[src/rtl/fifo_rd_ctrl.sv]
// Read-side controller of an asynchronous FIFO: synchronises the Gray write
// pointer into the read clock domain, advances the read pointer on accepted
// reads, and produces registered empty / almost-empty / fill-level flags.
module fifo_rd_ctrl #(
    parameter int DEEPWID = 3
) (
    input  logic               clk,
    input  logic               rst_n,
    input  logic               rd_en,
    input  logic [DEEPWID:0]   wr_addr_g,
    input  logic [DEEPWID-1:0] cfg_almost_empty,
    output logic               rd_fire,
    output logic [DEEPWID-1:0] mem_raddr,
    output logic [DEEPWID:0]   rd_addr_b,
    output logic [DEEPWID:0]   rd_addr_g,
    output logic               empty,
    output logic               almost_empty,
    output logic [DEEPWID:0]   fifo_num,
    output logic               underflow
);

    logic [DEEPWID:0] wr_addr_g_r;
    logic [DEEPWID:0] wr_addr_g_rr;
    logic [DEEPWID:0] wr_addr_b_rr;
    logic [DEEPWID:0] rd_b_next;
    logic [DEEPWID:0] rd_g_next;
    logic [DEEPWID:0] fill_next;

    // Two-flop synchroniser for the write-domain Gray pointer.
    always_ff @(posedge clk or negedge rst_n) begin
        if (!rst_n) begin
            wr_addr_g_r  <= '0;
            wr_addr_g_rr <= '0;
        end else begin
            wr_addr_g_r  <= wr_addr_g;
            wr_addr_g_rr <= wr_addr_g_r;
        end
    end

    // Gray to binary: each bit is the XOR of itself and all higher Gray bits.
    always_comb begin
        wr_addr_b_rr = '0;
        for (int unsigned i = 0; i <= DEEPWID; i++) begin
            wr_addr_b_rr[i] = ^(wr_addr_g_rr >> i);
        end
    end

    assign rd_fire   = rd_en & ~empty;
    assign rd_b_next = rd_addr_b + {{DEEPWID{1'b0}}, rd_fire};
    assign rd_g_next = rd_b_next ^ (rd_b_next >> 1);
    assign fill_next = wr_addr_b_rr - rd_b_next;
    assign mem_raddr = rd_addr_b[DEEPWID-1:0];

    // Pointer and flag registers; flags look ahead at the post-read pointer
    // so the edge that consumes the last entry also raises empty.
    always_ff @(posedge clk or negedge rst_n) begin
        if (!rst_n) begin
            rd_addr_b    <= '0;
            rd_addr_g    <= '0;
            empty        <= 1'b1;
            almost_empty <= 1'b1;
            fifo_num     <= '0;
            underflow    <= 1'b0;
        end else begin
            rd_addr_b    <= rd_b_next;
            rd_addr_g    <= rd_g_next;
            empty        <= (rd_g_next == wr_addr_g_rr);
            almost_empty <= (fill_next <= {1'b0, cfg_almost_empty});
            fifo_num     <= fill_next;
            underflow    <= rd_en & empty;
        end
    end

endmodule

[config.mk]
export PLATFORM = sky130hd
export DESIGN_NAME = fifo_rd_ctrl
export DESIGN_NICKNAME = d
export VERILOG_FILES = /design/src/rtl/fifo_rd_ctrl.sv
export SDC_FILE = /design/constraint.sdc
export NUM_CORES = 1
export LEC_CHECK = 0
export BUFFER_PORTS_ARGS = -buffer_cell sky130_fd_sc_hd__buf_2
export CAP_MARGIN = 10
export CORE_MARGIN = 2
export CORE_UTILIZATION = 39
export DETAILED_ROUTE_END_ITERATION = 10
export GPL_ROUTABILITY_DRIVEN = 1
export PLACE_DENSITY = 0.73
export SLEW_MARGIN = 20
export SYNTH_ARGS = -nofsm -noshare
export SYNTH_HDL_FRONTEND = slang
export SYNTH_SLANG_ARGS = --single-unit
[constraint.sdc]
create_clock -name clk -period 3.4 [get_ports clk]
set_input_delay 0.17 -clock clk [delete_from_list [all_inputs] [get_ports clk]]
set_output_delay 0.17 -clock clk [all_outputs]
set_load 0.005 [all_outputs]
# Word level (Yosys, flattened, before mapping)
# Cells that the tools add are included.
# totals
wordCells	20
output_inout_bits	19
register_bits	23
# op_classes
n_eq_ne	1
addsub	2
n_bitwise	4
n_reduce_logical	4
n_lt_le_gt_ge	1
# ops
op	n
$reduce_xor 4->1	4
$add 4x1->4	1
$eq 4x4->1	1
$le 4x3->1	1
$sub 4x4->4	1
$xor 4x3->4	1
$and 1x1->1	2
$not 1->1	1

# Longest topological paths before layout
# Gate-level depths: netlist (run 1).
# logic_depth
depth_word	5
ltp_mapped	11
depth_no_buf	11

# Worst setup path before layout (run 1)
# Ideal clock, no wire load.
# synth_path
path_type	reg2reg
startpoint	register empty
endpoint	register almost_empty
t_required_ns	3.318
period_less_slack_ns	2.541
setup_slack_ns	0.859
stages_incl_launch_ff	11
setup_time_ns	0.082
path_buffers	0
t_arrival_ns	2.459
path_cell_list	dfstp_2 nor2b_1 ha_1 ha_1 fa_1 inv_1 ha_1 nor2b_1 o21ai_0 a32oi_1 nor3_1
# synth_between
elab_chain_cells	5
# synth_rtl
item	line	text
start: declaration	16	output logic empty,
start signal: assignment	67	empty <= (rd_g_next == wr_addr_g_rr);
$not 1->1	48	assign rd_fire = rd_en & ~empty;
$and 1x1->1	48	
net rd_fire	12	output logic rd_fire,
$add 4x1->4	49	assign rd_b_next = rd_addr_b + {{DEEPWID{1'b0}}, rd_fire};
net rd_b_next[1]	25	logic [DEEPWID:0] rd_b_next;
$sub 4x4->4	51	assign fill_next = wr_addr_b_rr - rd_b_next;
net fill_next[1]	27	logic [DEEPWID:0] fill_next;
$le 4x3->1	68	almost_empty <= (fill_next <= {1'b0, cfg_almost_empty});
end signal: assignment	68	
end: declaration	17	output logic almost_empty,
# The timed path passes the listed nets, and every way through them passes these cells.

# Final worst setup path (run 1)
# layout_path
startpoint	register empty
endpoint	register almost_empty
# layout_between
elab_chain_cells	5
# layout_rtl
item	line
$not 1->1	48
$and 1x1->1	48
$add 4x1->4	49
net rd_b_next[1]	25
$sub 4x4->4	51
net fill_next[1]	27
$le 4x3->1	68
# The timed path passes the listed nets, and every way through them passes these cells.

==> results of run 1 <==
final timing paths:
check / depth (start not counted) / from / endpoint / slack [ps]
max: 10 / empty$_DFF_PN1_ / almost_empty$_DFF_PN1_ / 680
min: 2 / rd_en / underflow$_DFF_PN0_ / 80
max reg2reg: 10 / empty$_DFF_PN1_ / almost_empty$_DFF_PN1_ / 680
min reg2reg: 0 / wr_addr_g_r[3]$_DFF_PN0_ / wr_addr_g_rr[3]$_DFF_PN0_ / 360
max in group asynchronous: 2 / rst_n / empty$_DFF_PN1_ / 2710
min in group asynchronous: 2 / rst_n / wr_addr_g_r[2]$_DFF_PN0_ / 340
per-stage QoR:
step / hold slack, ps / area, um2 / total power [W] / setup WS [ps]
after global routing: 59.6 / 1230 / 0.00129 / 483
after floorplan: -126 / 1000 / 0.000880 / 859
after detailed placement: 159 / 1150 / 0.00105 / 685
after CTS: 65.9 / 1230 / 0.00119 / 659
after global placement: 157 / 1150 / 0.00102 / 777
final: 75.6 / 1230 / 0.00117 / 676
worst max-delay path: stages (launching register included):
cell	delay [ps]
dfstp_2	560
nor2b_1	60
ha_1	210
ha_1	400
fa_1	580
inv_1	60
ha_1	280
nor2b_1	130
o21ai_0	150
a32oi_1	80
nor3_1	150
routing by layer:
layer	up-vias	GRT usage	wire length, um
li1	307	-	-
met1	289	0.137	633
met2	20	0.204	737
met3	4	0.0410	91
met4	0	0.0875	48
met5	-	0	0
power groups by stage:
stage | combinational, W | sequential (W) | clock (W)
after floorplan | 0.000462 | 0.000419 | 0
after global placement | 0.000607 | 0.000408 | 0
after detailed placement | 0.000637 | 0.000410 | 0
after CTS | 0.000642 | 0.000404 | 0.000146
after global routing | 0.000719 | 0.000413 | 0.000159
final | 0.000630 | 0.000402 | 0.000141
kinds of logic after synthesis:
kind of cell	count (synthesis)	synth area share
fa+ha+maj	9	0.120
flops	22	0.552
xor+xnor	15	0.153
mux	1	0.0100
buf+inv	13	0.0637
simple gates	13	0.0775
compound gates	4	0.0237
state kept, by name, summed over array words and instances, names as in the netlist:
name,flops
fifo_num,4
rd_addr_b,4
wr_addr_g_r,4
wr_addr_g_rr,4
rd_addr_g,3
almost_empty,1
empty,1
underflow,1
layout by cell type (no fill, tap or decap):
cell,synthesis,layout
buf_2,0,28
dfrtp_1,20,20
inv_1,9,9
xnor2_1,9,9
ha_1,8,8
dlygate4sd3_1,0,5
xor2_1,4,4
nor2b_1,3,3
clkbuf_4,0,3
nand2_1,2,2
o21ai_0,2,2
and2_1,2,2
dfstp_2,2,2
nand3_1,1,1
xor2_2,1,1
a21oi_1,1,1
and3_1,1,1
or2_2,1,1
nor2_1,1,1
mux2i_1,1,1
xnor3_1,1,1
nor3b_2,1,1
a32oi_1,1,1
nor3_1,1,1
fa_1,1,1
clkbuf_8,0,1
cell type report:
class	count	share of cell area
Clock buffer	4	0.0294
Timing Repair Buffer	33	0.154
Multi-Input combinational cell	42	0.311
Inverter	9	0.0274
Tap cell	30	0.0304
Sequential cell	22	0.448
what timing repair did:
item | in CTS | in global routing
gates resized for setup | 0 | 0
hold buffers | 5 | 0
setup endpoints to repair | 0 | 0
hold endpoints to repair | 24 | 0
==> metrics.md, run 1 <==
| Metric | Value |
|---|---|
| Status | `completed` |
| Seq cells post-synth | `22` |
| P&R area growth vs syn | `23.4%` |
| Vias per cell | `4.43` |
| Synth area leaders | `dfrtp_1 (50%), ha_1 (10%), xnor2_1 (7.9%)` |
| CORE AREA | `0.00245 mm2` |
| Worst Skew | `3.33 ps` |
| Initial core utilization | `0.408` |
| GRT Total Usage | `0.126` |
| Area taken by flip-flops and latches | `553 um2` |
| WL/cell | `10.8 um` |
| Worst slew margin | `0.678` |
| Type of the worst setup path | `reg -> reg` |
| Top cell type's share of synthesized area | `0.500` |
| Post-synth EDFFs | `0` |
| Largest area contributor in the netlist | `dfrtp_1` |
| Max VDD drop | `0.492 mV` |
| Routability Congestion | `0.733` |
| Final ANT Viol Nets | `0` |
| RSZ-0062 raised after global routing | `no` |
| Synth Area per Inst | `13.0 um2` |
| Sw Pwr | `0.000428 W` |
| Final Core Density | `0.503` |
| Post-Layout Cell Count | `140` |
| Endpoints failing hold | `0` |
| Pint | `0.000744 W` |
| Post-synthesis sequential area ratio | `0.553` |
| Largest net degree at the start of global routing | `23` |
| Crit start category | `register` |
| Prevailing post-synth register cell | `dfrtp_1` |
| Final TNS setup | `0 ps` |
| Pleak | `0.630 nW` |
| Unique masters post-synth | `23` |
| H-tree depth | `1` |
| Global route total overflow | `0` |
| Die Area | `0.00299 mm2` |
| Die width | `54.7 um` |
| 1st-iter DRT viols | `4` |
| CP arrival | `2960 ps` |
| Max clock buf depth | `2` |
| Antenna violations before repair | `0` |
| Worst Hold Class | `in -> reg` |
| Ant. Diodes | `0` |
| Layout Nets | `130` |
| Drt drc | `0` |
| Skew-Pair Late Insertion Delay | `310 ps` |
| Sw frac | `0.365` |
| PortBufs | `28` |
| Period Utilization, post-route | `0.801` |
| Clock buffer count from CTS | `3` |
| First-pass GRT wire length | `2470 um` |
| Chip height | `54.7 um` |
| I/O pin cnt | `29` |
| Final HPWL DP | `1190 um` |
| Ys async rst share | `1.00` |
| Worst Path Required | `3640 ps` |
| Fraction of layout cells with a size suffix above 1 | `0.336` |
| Post-CTS Setup Bufs | `0` |
| Fmax | `367 MHz` |
| CTS Sinks | `22` |
| Drt pass-1 iters | `2` |
| CTS clk-pin slew, worst paths | `110 ps` |
| CP max FO | `7` |
| Netlist Area Pre-Place | `0.00100 mm2` |
| Area taken by multi-input logic gates | `384 um2` |
| Vias in the first global route | `561` |
| # fillers | `227` |
| Logic pwr share | `0.537` |
| Vias | `620` |
| Max-cap violations | `0` |
| Syn nets | `96` |
| Post-synthesis instance total | `77` |
| CTS tree | `yes` |
| Row Count | `18` |
| Endpoints failing setup | `0` |
| Clock share of power | `0.120` |
| Count leader, synth | `dfrtp_1` |
| Commonest cells post-synth | `dfrtp_1 (20), inv_1 (9), xnor2_1 (9)` |
| Seq pwr share | `0.343` |
| Placed instance count | `131` |
| Root buf cell | `clkbuf_4` |
| Drt total wl | `1510 um` |
| CP Capture Type | `register` |
| Final Max Slew Viols | `0` |
| PwrDens | `950 mW/mm2` |
| Crit path time final | `2720 ps` |
| Worst Max-Slew Pin Slew | `479 ps` |
| Syn. warnings | `0` |
(Power assumes the default switching activity.)
==> inputs of run 2 (changes only) <==
Settings changed: ABC_AREA set to 1, PLACE_DENSITY 0.73 to 0.74.
Clock period 3.4 ns to 2.5 ns, I/O delays scaled along.
==> run 2 against run 1 <==
  * Combinational power grew 73%
  * Die area grew 8.6%
  * Total power grew 57%
  * Sequential share of layout area shrank 5.0 points
  * Largest power group unchanged
  * Worst setup slack lost 540 ps
  * Highest routed layer unchanged
  * Hold slack lost 66 ps
==> metrics.md, run 2 <==
| Metric | Value |
|---|---|
| Status | `completed` |
| Worst Max-Slew Pin Slew | `482 ps (+3.07 ps)` |
| H-tree depth | `1 (unchanged)` |
| Period Utilization, post-route | `0.946 (+0.145)` |
| Root buf cell | `clkbuf_4` |
| Drt drc | `0 (unchanged)` |
| Placed instance count | `169 (+29%)` |
| Worst slew margin | `0.679 (about the same)` |
| Max-cap violations | `0 (unchanged)` |
| 1st-iter DRT viols | `5 (+1)` |
| Layout Nets | `167 (+28%)` |
| Worst R2R Path Depth | `12 (+2)` |
| Max clock buf depth | `2 (unchanged)` |
| Endpoints failing setup | `0 (unchanged)` |
| Area taken by flip-flops and latches | `553 um2 (unchanged)` |
| DP Area | `0.00126 mm2 (+10%)` |
| RSZ-0062 raised after global routing | `no` |
| Top cell type's share of synthesized area | `0.458 (-0.0423)` |
| Syn nets | `130 (+35%)` |
| Crit path time final | `2370 ps (-359 ps)` |
| Syn. warnings | `0 (unchanged)` |
| Ys async rst share | `1.00 (unchanged)` |
| Post-synthesis instance total | `111 (+44%)` |
| Largest area contributor in the netlist | `dfrtp_1` |
| Post-synthesis sequential area ratio | `0.506 (-0.0468)` |
| Cell area after layout | `0.00139 mm2 (+12%)` |
| Antenna violations before repair | `0 (unchanged)` |
| CP Capture Type | `register` |
| Type of the worst setup path | `reg -> reg` |
| Unique masters post-synth | `20 (-13%)` |
| Worst Path Required | `2750 ps (-890 ps)` |
| Ant. Diodes | `0 (unchanged)` |
| Drt pass-1 iters | `4 (+2)` |
| # fillers | `255 (+12%)` |
| WHS Path Cells | `3 (+1)` |
| Worst Skew | `1.57 ps (-1.76 ps)` |
| I/O pin cnt | `29 (unchanged)` |
| Most common cell after layout, fill and taps aside | `buf_2` |
| Final TNS setup | `0 ps (unchanged)` |
| Die width | `57.0 um (+4.2%)` |
| Synth area leaders | `dfrtp_1 (46%), ha_1 (9.2%), nand2_1 (8.2%)` |
| CP arrival | `2620 ps (-340 ps)` |
| First-pass GRT wire length | `3760 um (+52%)` |
| Post-synth EDFFs | `0 (unchanged)` |
| Die Area | `0.00324 mm2 (+8.6%)` |
| PortBufs | `28 (unchanged)` |
| Area taken by multi-input logic gates | `477 um2 (+24%)` |
| CTS clk-pin slew, worst paths | `120 ps (about the same)` |
| Final Core Density | `0.512 (+0.00941)` |
| Prevailing post-synth register cell | `dfrtp_1` |
| CORE AREA | `0.00271 mm2 (+10%)` |
| Vias per cell | `4.70 (+6.2%)` |
| Final HPWL DP | `1620 um (+36%)` |
| Count leader, synth | `nand2_1` |
| Max VDD drop | `0.569 mV (+16%)` |
| Post-Layout Cell Count | `178 (+27%)` |
| WL/cell | `11.8 um (+9.1%)` |
| Global route total overflow | `0 (unchanged)` |
| P&R area growth vs syn | `27.0%` |
| Final ANT Viol Nets | `0 (unchanged)` |
| Final Max Slew Viols | `0 (unchanged)` |
| Commonest cells post-synth | `nand2_1 (24), dfrtp_1 (20), inv_1 (18)` |
| CTS Sinks | `22 (unchanged)` |
| Most frequent cells in the layout | `buf_2 (28), nand2_1 (24), dfrtp_1 (20)` |
| Row Count | `19 (+1)` |
| Seq cells post-synth | `22 (unchanged)` |
| CTS tree | `yes` |
| Fraction of layout cells with a size suffix above 1 | `0.361 (+0.0242)` |
| Endpoints failing hold | `0 (unchanged)` |
| Clock buffer count from CTS | `3 (unchanged)` |
| CP max FO | `5 (-2)` |
| Drt total wl | `2100 um (+39%)` |
| Skew-Pair Late Insertion Delay | `310 ps (about the same)` |
| PwrDens | `1330 mW/mm2 (+40%)` |
| Vias in the first global route | `890 (+59%)` |
| Largest net degree at the start of global routing | `23 (unchanged)` |
| Fmax | `423 MHz (+15%)` |
| Worst Hold Class | `in -> reg` |
| Crit start category | `register` |
| GRT Total Usage | `0.152 (+0.0259)` |
| Netlist Area Pre-Place | `0.00109 mm2 (+9.3%)` |
| Pleak | `0.749 nW (+19%)` |
| Routability Congestion | `0.837 (+14%)` |
| Initial core utilization | `0.404 (-0.00424)` |
| Vias | `837 (+35%)` |
| Post-CTS Setup Bufs | `0 (unchanged)` |
| Synth Area per Inst | `9.85 um2 (-24%)` |
| Chip height | `57.0 um (+4.2%)` |
[run 2: cell types whose count changed in the layout (fill, tap and decap cells not counted), sizes merged, moves of 2 or more]
cell   delta
nand3    +11
xnor2     -5
nand4     +2
nor2b     -3
xor2      -3
and2      -2
a21oi     +2
nand2    +27
buf       +3
inv      +10
[run 2: logic make-up after synthesis]
kind of cell               after synthesis  share of synthesized area
buffers and inverters                   23                     0.0927
DFF                                     22                      0.506
xor gates and xnor gates                 6                     0.0618
adders and majority gates                9                      0.110
and+or+nand+nor                         46                      0.200
AOI/OAI and AO/OA                        5                     0.0297
[run 2: worst paths after layout]
check	endpoint	startpoint	slack (ps)
worst max-delay path	almost_empty$_DFF_PN1_	empty$_DFF_PN1_	130
worst min-delay path	underflow$_DFF_PN0_	rd_en	9
worst max register to register	almost_empty$_DFF_PN1_	empty$_DFF_PN1_	130
worst min register to register	wr_addr_g_rr[2]$_DFF_PN0_	wr_addr_g_r[2]$_DFF_PN0_	360
max in group asynchronous	empty$_DFF_PN1_	rst_n	1850
min in group asynchronous	underflow$_DFF_PN0_	rst_n	300
[run 2: power by group]
group	switching (W)	internal [W]	total, W	leakage, nW
clock	0.000105	0.0000890	0.000194	0.0210
combinational	0.000597	0.000497	0.00109	0.470
sequential	0.0000719	0.000486	0.000558	0.258
total	0.000773	0.00107	0.00185	0.749
[run 2: repair_timing]
action | CTS | global route
endpoints found under the hold margin | 24 | 0
gates resized for setup | 3 | 2
endpoints found under the setup margin | 1 | 2
hold buffers | 5 | 0
pin swaps | 0 | 1
[run 2: final cells by class]
class / count / share of cell area
well taps: 31 / 0.0279
inverters: 19 / 0.0514
repair buffers: 36 / 0.153
clock buffers: 4 / 0.0261
flip-flops and latches: 22 / 0.398
multi-input cells: 66 / 0.343
[run 2: worst max-delay path, stage by stage, from the launching register on]
cell and delay, ps:
dfstp_2 560, nor2_1 60, ha_2 200, ha_4 160, inv_1 80, nand2_2 70, nand2_2 120, ha_4 230
xnor2_2 180, ha_1 290, a21oi_1 170, a32oi_1 80, a21oi_2 110
[run 2: metal layers]
layer / vias to the layer above / GRT usage / part of all wire
met4: 0 / 0.0831 / 0.027
met1: 398 / 0.164 / 0.38
li1: 416 / - / -
met5: - / 0 / 0
met3: 7 / 0.0159 / 0.027
met2: 16 / 0.286 / 0.57
[run 2: per-stage QoR]
step / hold WS (ps) / setup WS [ps] / total power [W]
2_1_floorplan: -171 / 54.5 / 0.00127
3_3_place_gp: 107 / 76.0 / 0.00152
3_5_place_dp: 117 / -63.7 / 0.00158
4_1_cts: 4.17 / 13.4 / 0.00184
5_1_grt: 4.31 / 20.4 / 0.00203
6_report: 9.15 / 134 / 0.00185
==> inputs of run 3 (changes only) <==
Settings changed: PLACE_DENSITY 0.74 to 0.72.
Clock period 2.5 ns to 2.3 ns, I/O delays scaled along.
==> run 3 against run 2 <==
  * Total power rose by 31%
  * Worst setup slack got worse by 100 ps
  * Flip-flop and latch count is the same
  * Critical path type unchanged
  * Critical endpoint unchanged
  * Largest power group unchanged
==> metrics.md, run 3 (synthesis gave the netlist of run 2 again) <==
| Metric | Value |
|---|---|
| Status | `completed` |
| PortBufs | `28 (unchanged)` |
| CP arrival | `2520 ps (-100 ps)` |
| DR top layer | `met4` |
| # fillers | `245 (-3.9%)` |
| CP max FO | `2 (-3)` |
| Antenna violations before repair | `0 (unchanged)` |
| Most frequent cells in the layout | `buf_2 (28), nand2_1 (24), dfrtp_1 (20)` |
| WL/cell | `12.4 um (+5.1%)` |
| Largest net degree at the start of global routing | `23 (unchanged)` |
| Crit path time final | `2270 ps (-97.4 ps)` |
| Final ANT Viol Nets | `0 (unchanged)` |
| Metal1 wirelength | `903 um (+14%)` |
| Die Area | `0.00324 mm2 (unchanged)` |
| Chip height | `57.0 um (unchanged)` |
| Worst slew margin | `0.680 (+0.00115)` |
| H-tree depth | `1 (unchanged)` |
| Max clock buf depth | `2 (unchanged)` |
| Worst slack, placed | `-110 ps (-46.5 ps)` |
| CP Capture Type | `register` |
| Most common cell after layout, fill and taps aside | `buf_2` |
| Pleak | `0.800 nW (+6.8%)` |
| Layout Nets | `177 (+6.0%)` |
| Worst R2R Setup Slack | `30 ps (-100 ps)` |
| Worst Max-Slew Pin Slew | `480 ps (-1.73 ps)` |
| CORE AREA | `0.00271 mm2 (unchanged)` |
| Fraction of layout cells with a size suffix above 1 | `0.439 (+0.0789)` |
| PwrDens | `1570 mW/mm2 (+18%)` |
| WL met2 | `1260 um (+6.5%)` |
| Clock share of power | `0.088 (-0.017)` |
| P&R area growth vs syn | `40.4%` |
| Worst Skew | `8.43 ps (+6.86 ps)` |
| Sw Pwr | `0.000989 W (+28%)` |
| Logic pwr share | `0.658 (+0.065)` |
| CTS Sinks | `22 (unchanged)` |
| Skew-Pair Late Insertion Delay | `310 ps (about the same)` |
| Post-Layout Cell Count | `188 (+5.6%)` |
| Vias per cell | `4.68 (-0.46%)` |
| Max VDD drop | `0.913 mV (+61%)` |
| Fmax | `441 MHz (+4.3%)` |
| Placed instance count | `172 (+1.8%)` |
| 1st-iter DRT viols | `29 (+24)` |
| Root buf cell | `clkbuf_4` |
| Endpoints failing hold | `0 (unchanged)` |
| Drt pass-1 iters | `4 (unchanged)` |
| RSZ-0062 raised after global routing | `yes` |
| Endpoints failing setup | `0 (unchanged)` |
| Row Count | `19 (unchanged)` |
| Initial core utilization | `0.404 (unchanged)` |
| Pint | `0.00142 W (+33%)` |
| Drt drc | `0 (unchanged)` |
| Hold_ws | `274 ps (+265 ps)` |
| GRT Total Usage | `0.149 (-0.00290)` |
| Vias | `880 (+5.1%)` |
| Setup ws final | `31.7 ps (-103 ps)` |
| Ant. Diodes | `0 (unchanged)` |
| Crit start category | `register` |
| I/O pin cnt | `29 (unchanged)` |
| Sw frac | `0.410 (-0.00931)` |
| Seq pwr share | `0.254 (-0.049)` |
| Drt total wl | `2330 um (+11%)` |
| Worst Hold Class | `in -> reg` |
| Max-cap violations | `0 (unchanged)` |
| First-pass GRT wire length | `3670 um (-2.4%)` |
| Global route total overflow | `0 (unchanged)` |
| Clock buffer count from CTS | `3 (unchanged)` |
| Vias in the first global route | `897 (+0.79%)` |
| CTS clk-pin slew, worst paths | `120 ps (about the same)` |
| Die width | `57.0 um (unchanged)` |
| Final HPWL DP | `1680 um (+4.1%)` |
| Type of the worst setup path | `reg -> reg` |
| Worst Path Required | `2550 ps (-200 ps)` |
| Final Max Slew Viols | `0 (unchanged)` |
| Routability Congestion | `0.808 (-3.5%)` |
| Period Utilization, post-route | `0.986 (+0.0399)` |
| Power Total | `0.00241 W (+31%)` |
| Routed met3 length | `97 um (+70%)` |
| CTS tree | `yes` |
run 3: critical path: stages (launching register included):
cell and delay, ps:
dfrtp_1 430, xor2_2 200, xnor2_1 160, inv_1 90
ha_4 170, fa_2 540, inv_2 50, ha_4 260
nand3b_1 90, a32oi_2 190, a21oi_2 40
run 3: what timing repair did:
| item | 4_1_cts | 5_1_grt |
|---|---|---|
| setup endpoints to repair | 1 | 2 |
| resized for setup | 10 | 3 |
| setup buffers | 5 | 1 |
| hold endpoints to repair | 24 | 1 |
| hold buffers | 5 | 1 |
| pin swaps | 7 | 8 |
run 3: area by class of cell:
type	count	area (um2)	share of cell area
timing repair buffer	46	290	0.189
tap	31	38.8	0.0253
clock buffer	4	36.3	0.0236
sequential	22	553	0.360
multi-input combinational	66	546	0.355
inverter	19	71.3	0.0465
run 3: power by group through the flow:
stage                     combinational, W  clock, W  sequential, W
final                              0.00159  0.000212       0.000613
after global routing               0.00175  0.000240       0.000625
after CTS                          0.00138  0.000217       0.000612
after detailed placement           0.00116         0       0.000617
after global placement             0.00109         0       0.000609
after floorplan                   0.000779         0       0.000627
run 3: path summary, 6_finish.rpt:
path	endpoint	cells past startpoint	startpoint
max in group asynchronous	empty$_DFF_PN1_	2	rst_n
min	almost_empty$_DFF_PN1_	4	cfg_almost_empty[0]
max reg2reg	almost_empty$_DFF_PN1_	10	wr_addr_g_rr[3]$_DFF_PN0_
min in group asynchronous	rd_addr_b[1]$_DFF_PN0_	2	rst_n
max	almost_empty$_DFF_PN1_	10	wr_addr_g_rr[3]$_DFF_PN0_
min reg2reg	wr_addr_g_rr[2]$_DFF_PN0_	0	wr_addr_g_r[2]$_DFF_PN0_
run 3: through the flow:
stage          instance area (um2)  utilization  TNS [ps]
2_1_floorplan                 1110            -         0
3_3_place_gp                  1300        0.481         0
3_5_place_dp                  1300        0.481      -110
4_1_cts                       1490        0.550     -24.8
5_1_grt                       1540        0.566      -122
6_report                      1540        0.566         0
run 3: per-layer routing:
metal | track usage | up-vias
li1 | - | 437
met1 | 0.155 | 410
met2 | 0.274 | 25
met3 | 0.0340 | 8
met4 | 0.0797 | 0
met5 | 0 | -
